$ cat src/rtl/mem_port_arbiter.sv
// rtl/mem_port_arbiter.sv - IF/MEM arbiter for one single-ported unified memory
module mem_port_arbiter #(
  parameter int STARVE_MAX = 3
) (
  input  logic        clk,
  input  logic        rst,
  input  logic        if_req,
  input  logic [15:0] if_addr,
  output logic [15:0] if_rdata,
  output logic        if_valid,
  output logic        if_stall,
  input  logic        d_re,
  input  logic        d_we,
  input  logic [15:0] d_addr,
  input  logic [15:0] d_wdata,
  output logic [15:0] d_rdata,
  output logic        d_valid,
  output logic        d_stall,
  output logic        mem_en,
  output logic        mem_we,
  output logic [15:0] mem_addr,
  output logic [15:0] mem_wdata,
  input  logic [15:0] mem_rdata,
  input  logic        mem_rdy,
  input  logic        hlt,
  output logic        halted,
  output logic        err
);

  localparam int CW = (STARVE_MAX < 3) ? 2 : $clog2(STARVE_MAX + 1);
  localparam logic [CW-1:0] STARVE_LIM = CW'(STARVE_MAX);

  typedef enum logic [1:0] {IDLE, ACC_I, ACC_D, HALT} state_t;

  state_t        state;
  logic [CW-1:0] starve;
  logic          d_req;
  logic          if_win;

  assign d_req  = d_re | d_we;
  // IF normally loses to data, unless it has watched STARVE_MAX data grants go by
  assign if_win = if_req & (~d_req | (starve == STARVE_LIM));

  assign if_stall = if_req & ~if_valid & (state != HALT);
  assign d_stall  = d_req & ~d_valid & (state != HALT);

  always_ff @(posedge clk) begin
    if (rst) begin
      state     <= IDLE;
      starve    <= '0;
      mem_en    <= 1'b0;
      mem_we    <= 1'b0;
      mem_addr  <= '0;
      mem_wdata <= '0;
      if_rdata  <= '0;
      d_rdata   <= '0;
      if_valid  <= 1'b0;
      d_valid   <= 1'b0;
      halted    <= 1'b0;
      err       <= 1'b0;
    end else begin
      if_valid <= 1'b0;
      d_valid  <= 1'b0;
      if (d_re && d_we) err <= 1'b1;

      case (state)
        IDLE: begin
          if (!if_req) starve <= '0;
          if (hlt) begin
            state  <= HALT;
            halted <= 1'b1;
          end else if (if_win) begin
            state    <= ACC_I;
            mem_en   <= 1'b1;
            mem_we   <= 1'b0;
            mem_addr <= if_addr;
            starve   <= '0;
          end else if (d_req) begin
            // a simultaneous read+write is carried out as the write
            state     <= ACC_D;
            mem_en    <= 1'b1;
            mem_we    <= d_we;
            mem_addr  <= d_addr;
            mem_wdata <= d_wdata;
            if (if_req && (starve != STARVE_LIM)) starve <= starve + CW'(1);
          end
        end
        ACC_I: begin
          if (mem_rdy) begin
            if_rdata <= mem_rdata;
            if_valid <= 1'b1;
            mem_en   <= 1'b0;
            state    <= IDLE;
          end
        end
        ACC_D: begin
          if (mem_rdy) begin
            if (!mem_we) d_rdata <= mem_rdata;
            d_valid <= 1'b1;
            mem_en  <= 1'b0;
            state   <= IDLE;
          end
        end
        HALT: begin
          mem_en <= 1'b0;
          halted <= 1'b1;
        end
        default: state <= IDLE;
      endcase
    end
  end

endmodule
$ cat config.mk
export PLATFORM = sky130hd
export DESIGN_NAME = mem_port_arbiter
export DESIGN_NICKNAME = d
export VERILOG_FILES = /design/src/rtl/mem_port_arbiter.sv
export SDC_FILE = /design/constraint.sdc
export NUM_CORES = 1
export LEC_CHECK = 0
export BUFFER_PORTS_ARGS = -buffer_cell sky130_fd_sc_hd__buf_2
export CORE_MARGIN = 2
export CORE_UTILIZATION = 47
export CTS_CLUSTER_SIZE = 40
export DETAILED_ROUTE_END_ITERATION = 7
export PLACE_DENSITY = 0.87
export REMOVE_ABC_BUFFERS = 1
export SYNTH_ARGS = -nofsm -noshare
export SYNTH_HDL_FRONTEND = slang
export SYNTH_SLANG_ARGS = --single-unit
$ cat constraint.sdc
create_clock -name clk -period 2.27 [get_ports clk]
set_clock_uncertainty 0.1 [all_clocks]
set_input_delay 0.1135 -clock clk [delete_from_list [all_inputs] [get_ports clk]]
set_output_delay 0.1135 -clock clk [all_outputs]
set_load 0.005 [all_outputs]
==> impl_metrics.py <==
metrics = {
    "global_routing": {
        "grt_pass1_vias": 3591,
        "grt_max_degree": 38,
        "antenna_found_initial": 0,
        "grt_overflow": 0,
        "grt_pass1_wl_mm": 16.7,
        "grt_usage_pct": 28.0,
    },
    "synthesis": {
        "ys_ff_latch": 74,
        "yosys.area_share.adder_pct": 2.31,
        "synth_top_family_by_area": "compound AO/OA/AOI/OAI gates",
        "yosysWarnings": 0,
        "synth_edf_count": 0,
        "ys.flop_type": "dfxtp_1",
        "ys_types": 40,
        "yosys.area_share.simple_pct": 18.6,
        "synth.yosys.seq_area_share_pct": 45.6,
        "netlist_instances": 380,
        "synth_compound_area_share_pct": 25.5,
        "synthArstFlopShare_pct": 0,
        "synthMuxAreaShare_pct": 0.308,
        "netlist_area_sq_um": 3250,
        "synth-xor-area-share_pct": 0,
        "syn_area_per_cell_sq_um": 8.54,
    },
    "worst_setup_path": {
        "crit_arrival_ps": 2150,
        "cp-end-kind": "register",
        "critPathKind": "reg -> reg",
        "setup.worst_path.start": "starve[0]",
        "startpoint_type": "register",
        "path_max_fanout": 19,
        "cp_data_required_time_ps": 2410,
        "r2r_start": "starve[0]",
    },
    "drt": {
        "final_antenna_net_count": 0,
        "drt-pass1-iter-count": 5,
        "wire_per_inst_microns": 16.8,
        "wl_mm": 11.0,
        "drtIter0Drc": 250,
        "drc_errors": 0,
        "via_count": 3718,
        "vias_per_cell": 5.71,
    },
    "layout": {
        "multi_input_area_sq_um": 1520,
        "final_common_cell": "buf_2",
        "fillerInstances": 469,
        "seqCellArea_sq_um": 1480,
        "fin_nets": 643,
        "mostFrequentLayoutCells": "buf_2, dfxtp_1, nand2_1",
        "num_antenna_cells": 0,
        "drive_above_1_share_pct": 31.3,
        "syn_to_final_growth_pct": 46.4,
        "stdcell_area_sq_um": 4750,
    },
    "placed_design": {
        "dpl.hpwl_mm": 6.33,
        "portBuffers": 142,
        "place.gp.congestion": 0.754,
        "placed_cell_area_sq_um": 3890,
    },
    "pwr": {
        "power_frac_comb_pct": 31.9,
        "netSwitchingFraction_pct": 34.7,
        "p_int_mw": 2.61,
        "p_sw_mw": 1.39,
        "p_clk_share_pct": 27.0,
        "power_leakage_nw": 2.06,
        "p_per_area_nw_per_um2": 840,
        "power_mw": 3.99,
        "pwr-share-seq_pct": 41.2,
        "peakVddDrop_v": 0.000482,
    },
    "status": {
        "status": "completed",
    },
    "floorplanning": {
        "initial_utilization_pct": 48.1,
        "die-area_sq_um": 7590,
        "core-area_sq_um": 6760,
        "die_height_microns": 87.1,
        "rows": 30,
        "die-width_microns": 87.1,
        "io_pins": 143,
    },
    "timing": {
        "worst_hold_slack_ps": 53.7,
        "tightest_slew_ps": 824,
        "setup_viol": 0,
        "period_needed_ps": 2010,
        "relSlewSlack_pct": 45.1,
        "finalHoldViolCount": 0,
        "setup_tns_ps": 0,
        "period_share_pct": 88.7,
        "slew_violations": 0,
        "max_freq_ghz": 0.497,
        "grt_setup_unrepaired": "false",
    },
    "min_path": {
        "hold_start": "d_we",
        "holdCritPathClass": "in -> reg",
    },
    "cts": {
        "cts_hold_buf": 66,
        "cts_num_sinks": 74,
        "clk_latency_ps": 350,
        "cts_buffers": 9,
        "root_buffer": "clkbuf_8",
        "cts_resized": 0,
        "post_cts_buffers": 0,
        "clkTransAtPathRegs_ps": 90,
        "htreeDepth": 3,
        "cts_tree": "done",
        "clk_path_buf_depth": 2,
    },
    "run": {
        "maxCapViolCount": 0,
    },
}
final timing paths:
check	to	cells past startpoint	slack, ps
hold reg to reg	if_rdata[3]	2	360
setup / recovery	mem_addr[1]	4	260
hold / removal	mem_we	3	50
setup reg to reg	mem_addr[1]	4	260
cell usage after synthesis, types with 2 or more instances:
cell	number	area share, %
a211oi_1	2	0.46
buf_2	10	1.5
nor2b_1	2	0.39
o31ai_1	16	3.7
nand2b_1	4	0.77
and2_1	3	0.58
o32ai_1	2	0.54
nand3_1	16	2.5
clkbuf_1	12	1.4
ha_1	6	2.3
nor2_1	4	0.46
nor2_2	2	0.39
a311oi_1	16	4.3
a21oi_2	10	2.7
buf_4	9	2.1
o21ai_1	2	0.31
nand4_1	17	3.3
nor3_1	2	0.31
o21ai_0	16	2.5
inv_1	4	0.46
a21oi_1	61	9.4
buf_6	4	1.4
nand2_1	70	8.1
dfxtp_1	74	46
power by group through the flow:
stage	combinational, mW	sequential (mW)	clock, mW
2_1_floorplan	0.615	1.67	0
3_3_place_gp	1.10	1.65	0
3_5_place_dp	1.15	1.66	0
4_1_cts	1.24	1.64	1.08
5_1_grt	1.38	1.66	1.14
6_report	1.27	1.64	1.08
cell families (layout without fill, tap and decap cells):
group	Yosys count	count (layout)
compound gates	130	130
simple gates	127	127
flops	74	74
mux	1	1
fa+ha+maj	6	6
buf+inv	42	233
per-layer routing:
| layer | global-route usage (%) | up-vias | part of all wire, % |
|---|---|---|---|
| met4 | 18.7 | 0 | 5.1 |
| met3 | 4.45 | 59 | 6.0 |
| li1 | - | 1735 | - |
| met1 | 31.5 | 1716 | 37 |
| met5 | 0 | - | 0 |
| met2 | 48.5 | 208 | 51 |
sequential cells by signal, summed over array words and instances (netlist names):
register	count
mem_en	1
if_valid	1
mem_we	1
mem_wdata	16
if_rdata	16
halted	1
d_rdata	16
err	1
starve	2
state	2
mem_addr	16
d_valid	1
critical path, cell delays in order (launching register included):
cell      delay (ps)
dfxtp_1          340
ha_1             240
o21ba_1          650
o21ai_0          160
a311oi_1         400
per-stage QoR:
step / util [%] / cells / setup slack (ps)
after CTS: 70.4 / 651 / 387
after detailed placement: 57.6 / 569 / 372
final: 70.4 / 651 / 257
after global routing: 70.4 / 651 / 133
after floorplan: - / 342 / 188
after global placement: 57.6 / 569 / 515
final cells by class:
class / instances / area share [%]
clock buffer: 9 / 2.61
clock inverter: 7 / 1.71
inverter: 4 / 0.316
multi-input combinational: 264 / 31.9
sequential: 74 / 31.2
tap: 80 / 2.11
timing repair buffer: 213 / 30.2
Note: power is estimated with default switching activity, not from simulation.
